`src/rtl/ptw_mem_responder.sv`:
```
`default_nettype none
// +--------------------------------------------------------------------------------------+
// | ptw_mem_responder: round-robin PTE read responder between ITLB/DTLB and AXI4 reads    |
// | Revision: 1.0                                                                         |
// +--------------------------------------------------------------------------------------+
module ptw_mem_responder #(
  parameter int DATA_WIDTH     = 64,
  parameter int ADDR_WIDTH     = 64,
  parameter int AXI_ADDR_WIDTH = 56,
  parameter int TIMEOUT_CYCLES = 1024
) (
  input  logic                      CLK,
  input  logic                      RST,
  input  logic                      ITLB_ADDR_VALID,
  input  logic [ADDR_WIDTH-1:0]     ITLB_ADDR,
  output logic                      ITLB_DATA_VALID,
  output logic [DATA_WIDTH-1:0]     ITLB_DATA,
  output logic                      ITLB_ERR,
  input  logic                      DTLB_ADDR_VALID,
  input  logic [ADDR_WIDTH-1:0]     DTLB_ADDR,
  output logic                      DTLB_DATA_VALID,
  output logic [DATA_WIDTH-1:0]     DTLB_DATA,
  output logic                      DTLB_ERR,
  output logic                      M_ARVALID,
  input  logic                      M_ARREADY,
  output logic [AXI_ADDR_WIDTH-1:0] M_ARADDR,
  output logic [7:0]                M_ARLEN,
  output logic [2:0]                M_ARSIZE,
  output logic [1:0]                M_ARBURST,
  output logic [2:0]                M_ARPROT,
  input  logic                      M_RVALID,
  output logic                      M_RREADY,
  input  logic [DATA_WIDTH-1:0]     M_RDATA,
  input  logic [1:0]                M_RRESP,
  input  logic                      M_RLAST
);

  localparam int TW = (TIMEOUT_CYCLES > 1) ? $clog2(TIMEOUT_CYCLES + 1) : 1;
  localparam logic [TW-1:0] TIMEOUT_LIMIT = TW'(TIMEOUT_CYCLES);

  localparam logic [1:0] S_IDLE  = 2'd0;
  localparam logic [1:0] S_AR    = 2'd1;
  localparam logic [1:0] S_R     = 2'd2;
  localparam logic [1:0] S_DRAIN = 2'd3;

  logic [1:0]                  state;
  logic                        pend_i;
  logic                        pend_d;
  logic [AXI_ADDR_WIDTH-4:0]   addr_i;
  logic [AXI_ADDR_WIDTH-4:0]   addr_d;
  logic                        owner;   // 0 = ITLB, 1 = DTLB
  logic                        prefer;  // requester favoured when both are pending
  logic [TW-1:0]               timer;
  logic [TW-1:0]               timer_inc;
  logic                        grant_d;
  logic                        timed_out;
  logic                        done;
  logic                        done_ok;
  logic                        unused_addr_bits;

  assign M_ARLEN   = 8'd0;
  assign M_ARSIZE  = 3'd3;
  assign M_ARBURST = 2'b01;
  assign M_ARPROT  = 3'b001;

  // Only the 8-byte-aligned physical bits are ever forwarded.
  assign unused_addr_bits = ^{ITLB_ADDR[ADDR_WIDTH-1:AXI_ADDR_WIDTH], ITLB_ADDR[2:0],
                              DTLB_ADDR[ADDR_WIDTH-1:AXI_ADDR_WIDTH], DTLB_ADDR[2:0]};

  always_comb begin
    timer_inc = timer + TW'(1);
    grant_d   = pend_d && (!pend_i || prefer);
    timed_out = (TIMEOUT_CYCLES != 0) && (state == S_R) && !M_RVALID && (timer_inc == TIMEOUT_LIMIT);
    done      = (state == S_R) && (M_RVALID || timed_out);
    done_ok   = M_RVALID && (M_RRESP == 2'b00) && M_RLAST;
  end

  always_ff @(posedge CLK) begin
    if (RST) begin
      state           <= S_IDLE;
      pend_i          <= 1'b0;
      pend_d          <= 1'b0;
      addr_i          <= '0;
      addr_d          <= '0;
      owner           <= 1'b0;
      prefer          <= 1'b0;
      timer           <= '0;
      M_ARVALID       <= 1'b0;
      M_ARADDR        <= '0;
      M_RREADY        <= 1'b0;
      ITLB_DATA_VALID <= 1'b0;
      ITLB_DATA       <= '0;
      ITLB_ERR        <= 1'b0;
      DTLB_DATA_VALID <= 1'b0;
      DTLB_DATA       <= '0;
      DTLB_ERR        <= 1'b0;
    end else begin
      ITLB_DATA_VALID <= 1'b0;
      ITLB_ERR        <= 1'b0;
      DTLB_DATA_VALID <= 1'b0;
      DTLB_ERR        <= 1'b0;

      // A slot stays occupied from capture until its response, so pulses in between are dropped.
      if (ITLB_ADDR_VALID && !pend_i) begin
        pend_i <= 1'b1;
        addr_i <= ITLB_ADDR[AXI_ADDR_WIDTH-1:3];
      end
      if (DTLB_ADDR_VALID && !pend_d) begin
        pend_d <= 1'b1;
        addr_d <= DTLB_ADDR[AXI_ADDR_WIDTH-1:3];
      end

      if (done) begin
        prefer <= ~owner;
        if (owner) begin
          pend_d          <= 1'b0;
          DTLB_DATA       <= done_ok ? M_RDATA : '0;
          DTLB_DATA_VALID <= done_ok;
          DTLB_ERR        <= !done_ok;
        end else begin
          pend_i          <= 1'b0;
          ITLB_DATA       <= done_ok ? M_RDATA : '0;
          ITLB_DATA_VALID <= done_ok;
          ITLB_ERR        <= !done_ok;
        end
      end

      case (state)
        S_IDLE: begin
          if (pend_i || pend_d) begin
            owner     <= grant_d;
            M_ARADDR  <= {(grant_d ? addr_d : addr_i), 3'b000};
            M_ARVALID <= 1'b1;
            state     <= S_AR;
          end
        end
        S_AR: begin
          if (M_ARREADY) begin
            M_ARVALID <= 1'b0;
            M_RREADY  <= 1'b1;
            timer     <= '0;
            state     <= S_R;
          end
        end
        S_R: begin
          if (M_RVALID) begin
            M_RREADY <= 1'b0;
            state    <= S_IDLE;
          end else if (timed_out) begin
            // Keep RREADY high so the late beat is swallowed before any new AR.
            state <= S_DRAIN;
          end else begin
            timer <= timer_inc;
          end
        end
        S_DRAIN: begin
          if (M_RVALID) begin
            M_RREADY <= 1'b0;
            state    <= S_IDLE;
          end
        end
        default: state <= S_IDLE;
      endcase
    end
  end

endmodule
`default_nettype wire

```
`config.mk`:
```
export PLATFORM = sky130hd
export DESIGN_NAME = ptw_mem_responder
export DESIGN_NICKNAME = d
export VERILOG_FILES = /design/src/rtl/ptw_mem_responder.sv
export SDC_FILE = /design/constraint.sdc
export NUM_CORES = 1
export LEC_CHECK = 0
export ABC_CLOCK_PERIOD_IN_PS = 3250
export CAP_MARGIN = 40
export CORE_MARGIN = 1.5
export CORE_UTILIZATION = 35
export CTS_CLUSTER_DIAMETER = 40
export DETAILED_ROUTE_END_ITERATION = 8
export DONT_BUFFER_PORTS = 1
export MAX_ROUTING_LAYER = met4
export PLACE_DENSITY_LB_ADDON = 0.12
export SLEW_MARGIN = 10
export SYNTH_ARGS = -nofsm -noshare
export SYNTH_HDL_FRONTEND = slang
export SYNTH_SLANG_ARGS = --single-unit
```
`constraint.sdc`:
```
create_clock -name CLK -period 3.25 [get_ports CLK]
set_clock_uncertainty 0.1 [all_clocks]
set_input_delay 0.65 -clock CLK [delete_from_list [all_inputs] [get_ports CLK]]
set_output_delay 0.65 -clock CLK [all_outputs]
set_load 0.005 [all_outputs]
```
# Word-level counts from Yosys, hierarchy flattened
# Cells that the tools add are included.
[classes]
add_sub_neg = 1
n_eq_ne = 11
muxes = 24
bitwise = 2
reduce_logical = 30
[op_table]
columns = ["op", "n"]
rows = [
  ["64-bit two-way mux", 1],
  ["53-bit two-way mux", 1],
  ["11-bit two-way mux", 3],
  ["11-bit case mux with 2 select lines", 1],
  ["11-bit by 1-bit adder with 11-bit output (second input constant)", 1],
  ["11-bit equality test (second input constant)", 1],
  ["1-bit two-way mux", 10],
  ["2-bit two-way mux", 5],
  ["2-bit inequality test (second input constant)", 5],
  ["1-bit logical AND", 8],
  ["2-bit case mux with 4 select lines", 1],
  ["4-bit AND reduction", 2],
  ["2-bit AND reduction", 3],
  ["3-bit AND reduction", 2],
  ["2-bit nonzero test", 3],
  ["3-bit OR reduction", 2],
  ["2-bit equality test (second input constant)", 2],
  ["1-bit logical NOT", 4],
  ["2-bit logical NOT", 2],
  ["1-bit case mux with 2 select lines", 2],
  ["1-bit logical OR", 3],
  ["3-bit inequality test (second input constant)", 1],
  ["2-bit by 1-bit equality test with 1-bit output (second input constant)", 1],
  ["2-bit by 1-bit inequality test with 1-bit output (second input constant)", 1],
  ["other kinds (2)", 3],
]
[totals]
register_bits = 310
inputBits = 201
out_inout_bits = 206
wordCells = 85

# Logic depth before layout (Yosys ltp)
# Gate-level depths: netlist of the first run.
[depth]
word_depth = 7
ltp_mapped = 9
ltp_nobuf = 7

# Least setup slack after synthesis of the first run
# Ideal clock, no wire load.
[synth_timing]
path_type = "register -> register"
from = "register timer[0]"
to = "register ITLB_DATA[14]"
setup_time_ns = 0.116
arrival_time_ns = 2.273
t_required_ns = 3.034
setup_slack_ns = 0.761
path_stages_with_launch = 10
n_path_buf = 2
period_less_slack_ns = 2.489
cell_sequence = "dfxtp_1 -> ha_1 -> and3_1 -> o211ai_1 -> a221oi_1 -> a31o_2 -> nand2b_1 -> buf_6 -> buf_6 -> a31o_1"
[synth_between]
elab_chain_len = 6
[synth_rtl]
columns = ["element", "line_no", "rtl"]
rows = [
  ["start, declared", "53", "logic [TW-1:0] timer;"],
  ["start signal, assigned", "153", "timer <= timer_inc;"],
  ["11-bit by 1-bit adder with 11-bit output", "71", "timer_inc = timer + TW'(1);"],
  ["11-bit equality test", "73", "timed_out = (TIMEOUT_CYCLES != 0) && (state == S_R) && !M_RVALID && (timer_inc == TIMEOUT_LIMIT);"],
  ["1-bit logical AND", "73", ""],
  ["1-bit logical OR", "74", "done = (state == S_R) && (M_RVALID || timed_out);"],
  ["1-bit logical AND", "74", ""],
  ["2-bit AND reduction (no line)", "-", ""],
  ["end signal, assigned", "122", "ITLB_DATA <= done_ok ? M_RDATA : '0;"],
  ["end, declared", "17", "output logic [DATA_WIDTH-1:0] ITLB_DATA,"],
]
# Every way passes these cells.
# A chain may end at the register's enable or synchronous reset.

# Worst setup path in the final report of the first run
[layout_timing]
from = "register timer[0]"
to = "register ITLB_DATA[9]"
# Same word-level chain as after synthesis.

==> reports/metrics.json, run 1 <==
{
  "critical_path": {
    "critical_path.endpoint": "ITLB_DATA[9]$_SDFFE_PP0P_",
    "cp-end-kind": "register",
    "timing.rr.end": "ITLB_DATA[9]$_SDFFE_PP0P_",
    "critPathRequiredTime_ps": 3600,
    "setup.worst_path.start_class": "register",
    "critPathKind": "reg -> reg",
    "rr_worst_depth": 8,
    "arrival_ps": 3310,
    "cp_startpoint": "timer[0]$_SDFFE_PP0P_",
    "cp_max_fo": 49,
    "worstReg2RegStart": "timer[0]$_SDFFE_PP0P_",
    "regToRegSetupSlack_ps": 300
  },
  "synth": {
    "synth_enable_flop_cells": 0,
    "post_synth.cell_area_avg_um2": 8.87,
    "synth_cell_types": 51,
    "flip_flop_and_latch_count_after_synthesis": 310,
    "sequential_share_of_the_synthesized_area_pct": 50.2,
    "flip_flop_cell_with_the_highest_count_after_synthesis": "dfxtp_1",
    "yosysWarningCount": 0,
    "syn-instance-count": 1393,
    "mappedNetlistArea_um2": 12400,
    "post_synth_main_area_contributors": "dfxtp_1 (50%), a31o_1 (6.9%), nand2_1 (6.9%), nor3_1 (5.4%), a21oi_1 (4.8%)",
    "asyncSetResetFlopFracSynth_pct": 0,
    "synth_largest_type_area_fraction_pct": 50.2,
    "synth_top_area_cell": "dfxtp_1"
  },
  "die": {
    "start_util_pct": 35.7,
    "floorplan.io_pins": 407,
    "fp.dieW_um": 191,
    "std_cell_rows": 68,
    "floorplan.core_area_um2": 34600,
    "design.die.area_um2": 36500,
    "die_outline_height_um": 191
  },
  "finish": {
    "layout_stage_area_growth_over_the_synthesis_result_pct": 16.4,
    "layout.core_utilization_pct": 41.5,
    "drive_above_1_share_pct": 12.0,
    "number_of_diodes_added_for_antenna_fixing": 0,
    "final.fill_count": 3485,
    "layout.cells.most_common_list": "dfxtp_1 (310), nand2_1 (224), nor3_1 (132)",
    "final_common_cell": "dfxtp_1",
    "nets": 1541
  },
  "drt": {
    "totalWireLength_um": 36300,
    "wl_per_cell_um": 19.8,
    "final_antenna_net_count": 0,
    "via_count": 9953,
    "router_iterations_before_antenna_repair": 5,
    "routed_via_density": 5.43,
    "detailedRoute.firstIterationViolations": 415,
    "detail_route.drc_violations": 0
  },
  "sta": {
    "report.final.slew_viol_count": 0,
    "final.setup.tns_ps": 0,
    "finalSetupViolations": 0,
    "tightest_slew_ps": 764,
    "slew_headroom_pct": 48.6,
    "layout_worst_path_cycle_share_pct": 90.9,
    "final-hold-violation-count": 0,
    "fmaxAchievable_mhz": 338,
    "period_needed_ps": 2950,
    "unrepaired_setup_endpoints_after_global_routing": "false"
  },
  "power_and_ir_drop": {
    "netSwitchingFraction_pct": 24.8,
    "ir_worst_vdd_mv": 0.456,
    "powerDensity_nw_per_um2": 708,
    "internal_power_uw": 7660,
    "power.share.sequential_pct": 40.3,
    "combinationalPowerShare_pct": 6.2,
    "power.share.clock_pct": 53.5,
    "static-leakage-power_uw": 0.00530,
    "power_switching_uw": 2520
  },
  "clocking": {
    "clock_buffers_created_by_tritoncts": 50,
    "cts.clk_slew.worst_paths_ps": 50,
    "clk_root_buffer_cell": "clkbuf_16",
    "max-clock-path-buffers": 3,
    "cts_sinks": 310,
    "clock_tree_from_tritoncts": "built",
    "insertion_delay_ps": 590,
    "cts.htree.levels": 2,
    "post_cts_buffers": 0,
    "holdBufCountCts": 0,
    "cts.repair.resized": 0
  },
  "global_route": {
    "grt_remaining_overflow": 0,
    "grt_antenna_before_repair": 0,
    "grtUsageTotal_pct": 19.4,
    "first_global_vias": 9238,
    "grt_pass1_wl_um": 53600,
    "grt_max_degree": 180
  },
  "place": {
    "place.port_buffers": 0,
    "routability_congestion_estimate_from_global_placement": 0.774,
    "dp_hpwl_um": 23200
  },
  "worst_hold_path": {
    "hold_path_class": "in -> reg"
  },
  "flow_run": {
    "max_capacitance_violation_count": 0
  },
  "status": {
    "run_status": "finished, final reports clean"
  }
}
-- area by class of cell --
type / instances / area [um^2] / share of cell area [%]
clock inverter: 30 / 405 / 2.82
sequential: 310 / 6210 / 43.1
tap: 455 / 569 / 3.96
clock buffer: 62 / 1350 / 9.36
timing repair buffer: 33 / 410 / 2.85
multi-input combinational: 938 / 5430 / 37.7
inverter: 5 / 23.8 / 0.165
-- flip-flops by register name, indices dropped and copies added, names as in the netlist --
| signal | count |
|---|---|
| DTLB_ERR | 1 |
| DTLB_DATA | 64 |
| pend_i | 1 |
| addr_d | 53 |
| addr_i | 53 |
| prefer | 1 |
| ITLB_DATA | 64 |
| ITLB_DATA_VALID | 1 |
| ITLB_ERR | 1 |
| timer | 11 |
| pend_d | 1 |
| M_ARADDR | 53 |
| DTLB_DATA_VALID | 1 |
| state | 2 |
| M_ARVALID | 1 |
| M_RREADY | 1 |
| owner | 1 |
-- metrics by stage --
step	hold slack [ps]	total power, uW	instances	setup WS [ps]	area (um^2)
floorplan	336	4670	1410	761	12400
global placement	339	4820	1741	352	12600
detailed placement	341	4830	1741	324	12600
CTS	14.8	10300	1833	286	14400
global route	24.0	10600	1833	99.4	14400
finish	58.5	10200	1833	295	14400
-- critical path, cell delays in order, from the launching register on --
cell      delay [ps]
dfxtp_1          330
ha_1             300
and3_1           250
nand2_1           90
o31ai_1          680
a31o_2           340
nand2b_2          70
buf_4            310
a31o_2           330
-- routing by layer --
layer	up-vias	GRT usage (%)	routed length, um
met5	-	-	0
met4	0	7.72	991
met3	72	7.69	4160
met2	350	30.1	16600
met1	4698	22.4	14600
li1	4833	-	-
-- worst min path at each step --
stage               cells after the start               startpoint                    endpoint  slack (ps)
floorplan                               2   addr_d[0]$_SDFFE_PP0P_      addr_d[0]$_SDFFE_PP0P_         340
global placement                        2  addr_d[48]$_SDFFE_PP0P_     addr_d[48]$_SDFFE_PP0P_         340
detailed placement                      2  addr_i[51]$_SDFFE_PP0P_     addr_i[51]$_SDFFE_PP0P_         340
CTS                                     1                      RST          owner$_SDFFE_PP0P_          10
global route                            1                      RST  DTLB_DATA_VALID$_SDFF_PP0_          20
finish                                  1                      RST  DTLB_DATA_VALID$_SDFF_PP0_          60
-- cells by family after synthesis --
family          share of synthesized area (%)
compound gates                           19.5
mux                                      4.37
flops                                    50.2
simple gates                             18.7
fa+ha+maj                               0.202
buf+inv                                  6.96
other cells                            0.0608
-- power groups by stage --
stage               clock [uW]  combinational (uW)  sequential [uW]
global placement             0                 626             4190
detailed placement           0                 636             4190
floorplan                    0                 533             4130
global route              5740                 704             4130
CTS                       5580                 636             4110
finish                    5450                 627             4110
-- synthesized netlist by cell type, drive strengths merged (2+ instances only) --
library cell	number
dfxtp	310
nand2	227
nor3	133
a31o	129
a21oi	119
clkbuf	89
nand3	72
buf	68
nor2	65
a211oi	54
mux2i	54
o21ai	8
inv	5
nand2b	5
and3	4
or3	4
a31oi	3
a32o	3
nor2b	3
conb	2
ha	2
nand4	2
nor4	2
nor4b	2
o211a	2
o211ai	2
o21a	2
o21bai	2
o22ai	2
o311ai	2
o31ai	2
o32ai	2
Power figures use the tool's default switching activity.
==> run 2: changes to the inputs <==
--- a/config.mk
+++ b/config.mk
@@ -10,10 +10,11 @@
 export CORE_MARGIN = 1.5
 export CORE_UTILIZATION = 35
 export CTS_CLUSTER_DIAMETER = 40
+export CTS_CLUSTER_SIZE = 8
 export DETAILED_ROUTE_END_ITERATION = 8
 export DONT_BUFFER_PORTS = 1
 export MAX_ROUTING_LAYER = met4
-export PLACE_DENSITY_LB_ADDON = 0.12
+export PLACE_DENSITY = 0.52
 export SLEW_MARGIN = 10
 export SYNTH_ARGS = -nofsm -noshare
 export SYNTH_HDL_FRONTEND = slang
==> constraint.sdc (replaced) <==
create_clock -name CLK -period 3.25 [get_ports CLK]
set_clock_uncertainty 0.1 [all_clocks]
set_input_delay 0.65 -clock CLK [delete_from_list [all_inputs] [get_ports CLK]]
set_output_delay 0.65 -clock CLK [all_outputs]
set_load 0.01 [all_outputs]
==> reports/metrics.json, run 2 (same netlist as run 1, synthesis figures left out) <==
{
  "sta": {
    "fmaxAchievable_mhz": 353,
    "layout_worst_path_cycle_share_pct": 87.1,
    "final.setup.tns_ps": 0,
    "report.final.slew_viol_count": 0,
    "final-hold-violation-count": 0,
    "unrepaired_setup_endpoints_after_global_routing": "false",
    "period_needed_ps": 2830,
    "timing.final.ws_setup_ps": 419,
    "slew_headroom_pct": 46.0,
    "tightest_slew_ps": 810,
    "finalSetupViolations": 0
  },
  "global_route": {
    "grt_max_degree": 180,
    "grt_pass1_wl_um": 53700,
    "grt_antenna_before_repair": 2,
    "grt_remaining_overflow": 0,
    "first_global_vias": 9309,
    "grtUsageTotal_pct": 19.3
  },
  "clocking": {
    "cts.htree.levels": 2,
    "cts.repair.resized": 0,
    "max-clock-path-buffers": 3,
    "holdBufCountCts": 0,
    "post_cts_buffers": 0,
    "clock_tree_from_tritoncts": "built",
    "clock_buffers_created_by_tritoncts": 51,
    "cts.clk_slew.worst_paths_ps": 50,
    "insertion_delay_ps": 570,
    "clk_root_buffer_cell": "clkbuf_16",
    "cts_sinks": 310
  },
  "critical_path": {
    "setup.worst_path.start_class": "register",
    "crit_slowest_cell": "dfxtp_1",
    "cp_max_fo": 128,
    "crit_chain": "ha_1, nand3_1, o311ai_1, o31ai_1, buf_4, a31oi_4, buf_12, nor3_1, a31o_2",
    "critPathKind": "reg -> reg",
    "path_delay_family": "compound AO/OA/AOI/OAI gates",
    "worstReg2RegStart": "timer[0]$_SDFFE_PP0P_",
    "critical-path-max-stage-delay_ps": 470,
    "critPathRequiredTime_ps": 3610,
    "timing.rr.end": "ITLB_DATA[8]$_SDFFE_PP0P_",
    "arrival_ps": 3190,
    "rr_worst_depth": 9,
    "worst-path-buf-inv": 2,
    "regToRegSetupSlack_ps": 420,
    "cp-end-kind": "register"
  },
  "finish": {
    "layout_stage_area_growth_over_the_synthesis_result_pct": 14.4,
    "layout.cells.most_common_list": "dfxtp_1 (310), nand2_1 (224), nor3_1 (132)",
    "final_common_cell": "dfxtp_1",
    "final.fill_count": 3475,
    "layout.core_utilization_pct": 40.8,
    "drive_above_1_share_pct": 10.2,
    "layout_top_registers": "DTLB_DATA (64), ITLB_DATA (64)",
    "nets": 1532
  },
  "worst_hold_path": {
    "hold_path.startpoint": "RST",
    "hold_path_class": "in -> reg",
    "whs_endpoint": "ITLB_DATA_VALID$_SDFF_PP0_",
    "timing.hold.worst_path_depth": 1
  },
  "flow_run": {
    "max_capacitance_violation_count": 0
  },
  "die": {
    "design.die.area_um2": 36500,
    "std_cell_rows": 68,
    "floorplan.core_area_um2": 34600,
    "floorplan.io_pins": 407,
    "die_outline_height_um": 191,
    "start_util_pct": 35.7,
    "fp.dieW_um": 191
  },
  "drt": {
    "totalWireLength_um": 35500,
    "via_count": 9821,
    "routed_via_density": 5.43,
    "detailedRoute.firstIterationViolations": 414,
    "wl_per_cell_um": 19.6,
    "router_iterations_before_antenna_repair": 4,
    "detail_route.drc_violations": 0,
    "final_antenna_net_count": 0
  },
  "place": {
    "place.port_buffers": 0,
    "place_worst_setup_slack_ps": 441,
    "dp_hpwl_um": 22300,
    "routability_congestion_estimate_from_global_placement": 0.785
  },
  "power_and_ir_drop": {
    "ir_worst_vdd_mv": 0.411,
    "static-leakage-power_uw": 0.00517,
    "powerDensity_nw_per_um2": 702
  },
  "status": {
    "run_status": "finished, final reports clean"
  }
}
run 2: cell types whose count changed in the layout (fill, tap and decap cells not counted), sizes merged:
cell / change
buf: -10
clkinv: -10
diode: +2
clkinvlp: -3
inv: -5
run 2: layer usage:
metal | wire, um | global-route usage (%)
met1 | 14400 | 21.8
met2 | 16200 | 30.3
met3 | 4080 | 8.87
met4 | 803 | 5.97
met5 | 0 | -
run 2: report_power, final:
part	switching [uW]	total (uW)	internal, uW
logic	403	613	210
registers	168	4150	3980
clock network	1750	5170	3420
total	2320	9930	7610
run 2: area by class of cell:
type | instances | area [um^2] | area share [%]
inverter | 5 | 23.8 | 0.168
clock buffer | 62 | 1380 | 9.75
sequential | 310 | 6210 | 43.9
clock inverter | 12 | 235 | 1.66
multi-input combinational | 938 | 5430 | 38.4
timing repair buffer | 23 | 298 | 2.11
antenna | 2 | 5.00 | 0.0354
tap | 455 | 569 | 4.03
run 2: worst max-delay path by stage:
stage | start | to | slack, ps | cells after the start
after floorplan | timer[0]$_SDFFE_PP0P_ | ITLB_DATA[14]$_SDFFE_PP0P_ | 760 | 9
after global placement | timer[0]$_SDFFE_PP0P_ | timer[6]$_SDFFE_PP0P_ | 450 | 8
after detailed placement | timer[0]$_SDFFE_PP0P_ | ITLB_DATA[11]$_SDFFE_PP0P_ | 440 | 9
after CTS | timer[1]$_SDFFE_PP0P_ | timer[6]$_SDFFE_PP0P_ | 450 | 8
after global routing | timer[0]$_SDFFE_PP0P_ | DTLB_DATA[49]$_SDFFE_PP0P_ | 230 | 9
final | timer[0]$_SDFFE_PP0P_ | ITLB_DATA[8]$_SDFFE_PP0P_ | 420 | 9
run 2: through the flow:
step | instances | power [uW] | hold WS [ps] | instance area, um^2
finish | 1807 | 9930 | 95.7 | 14100
CTS | 1805 | 10100 | 49.6 | 14100
global route | 1807 | 10300 | 59.7 | 14100
detailed placement | 1731 | 4850 | 344 | 12500
global placement | 1731 | 4830 | 341 | 12500
floorplan | 1410 | 4700 | 336 | 12400
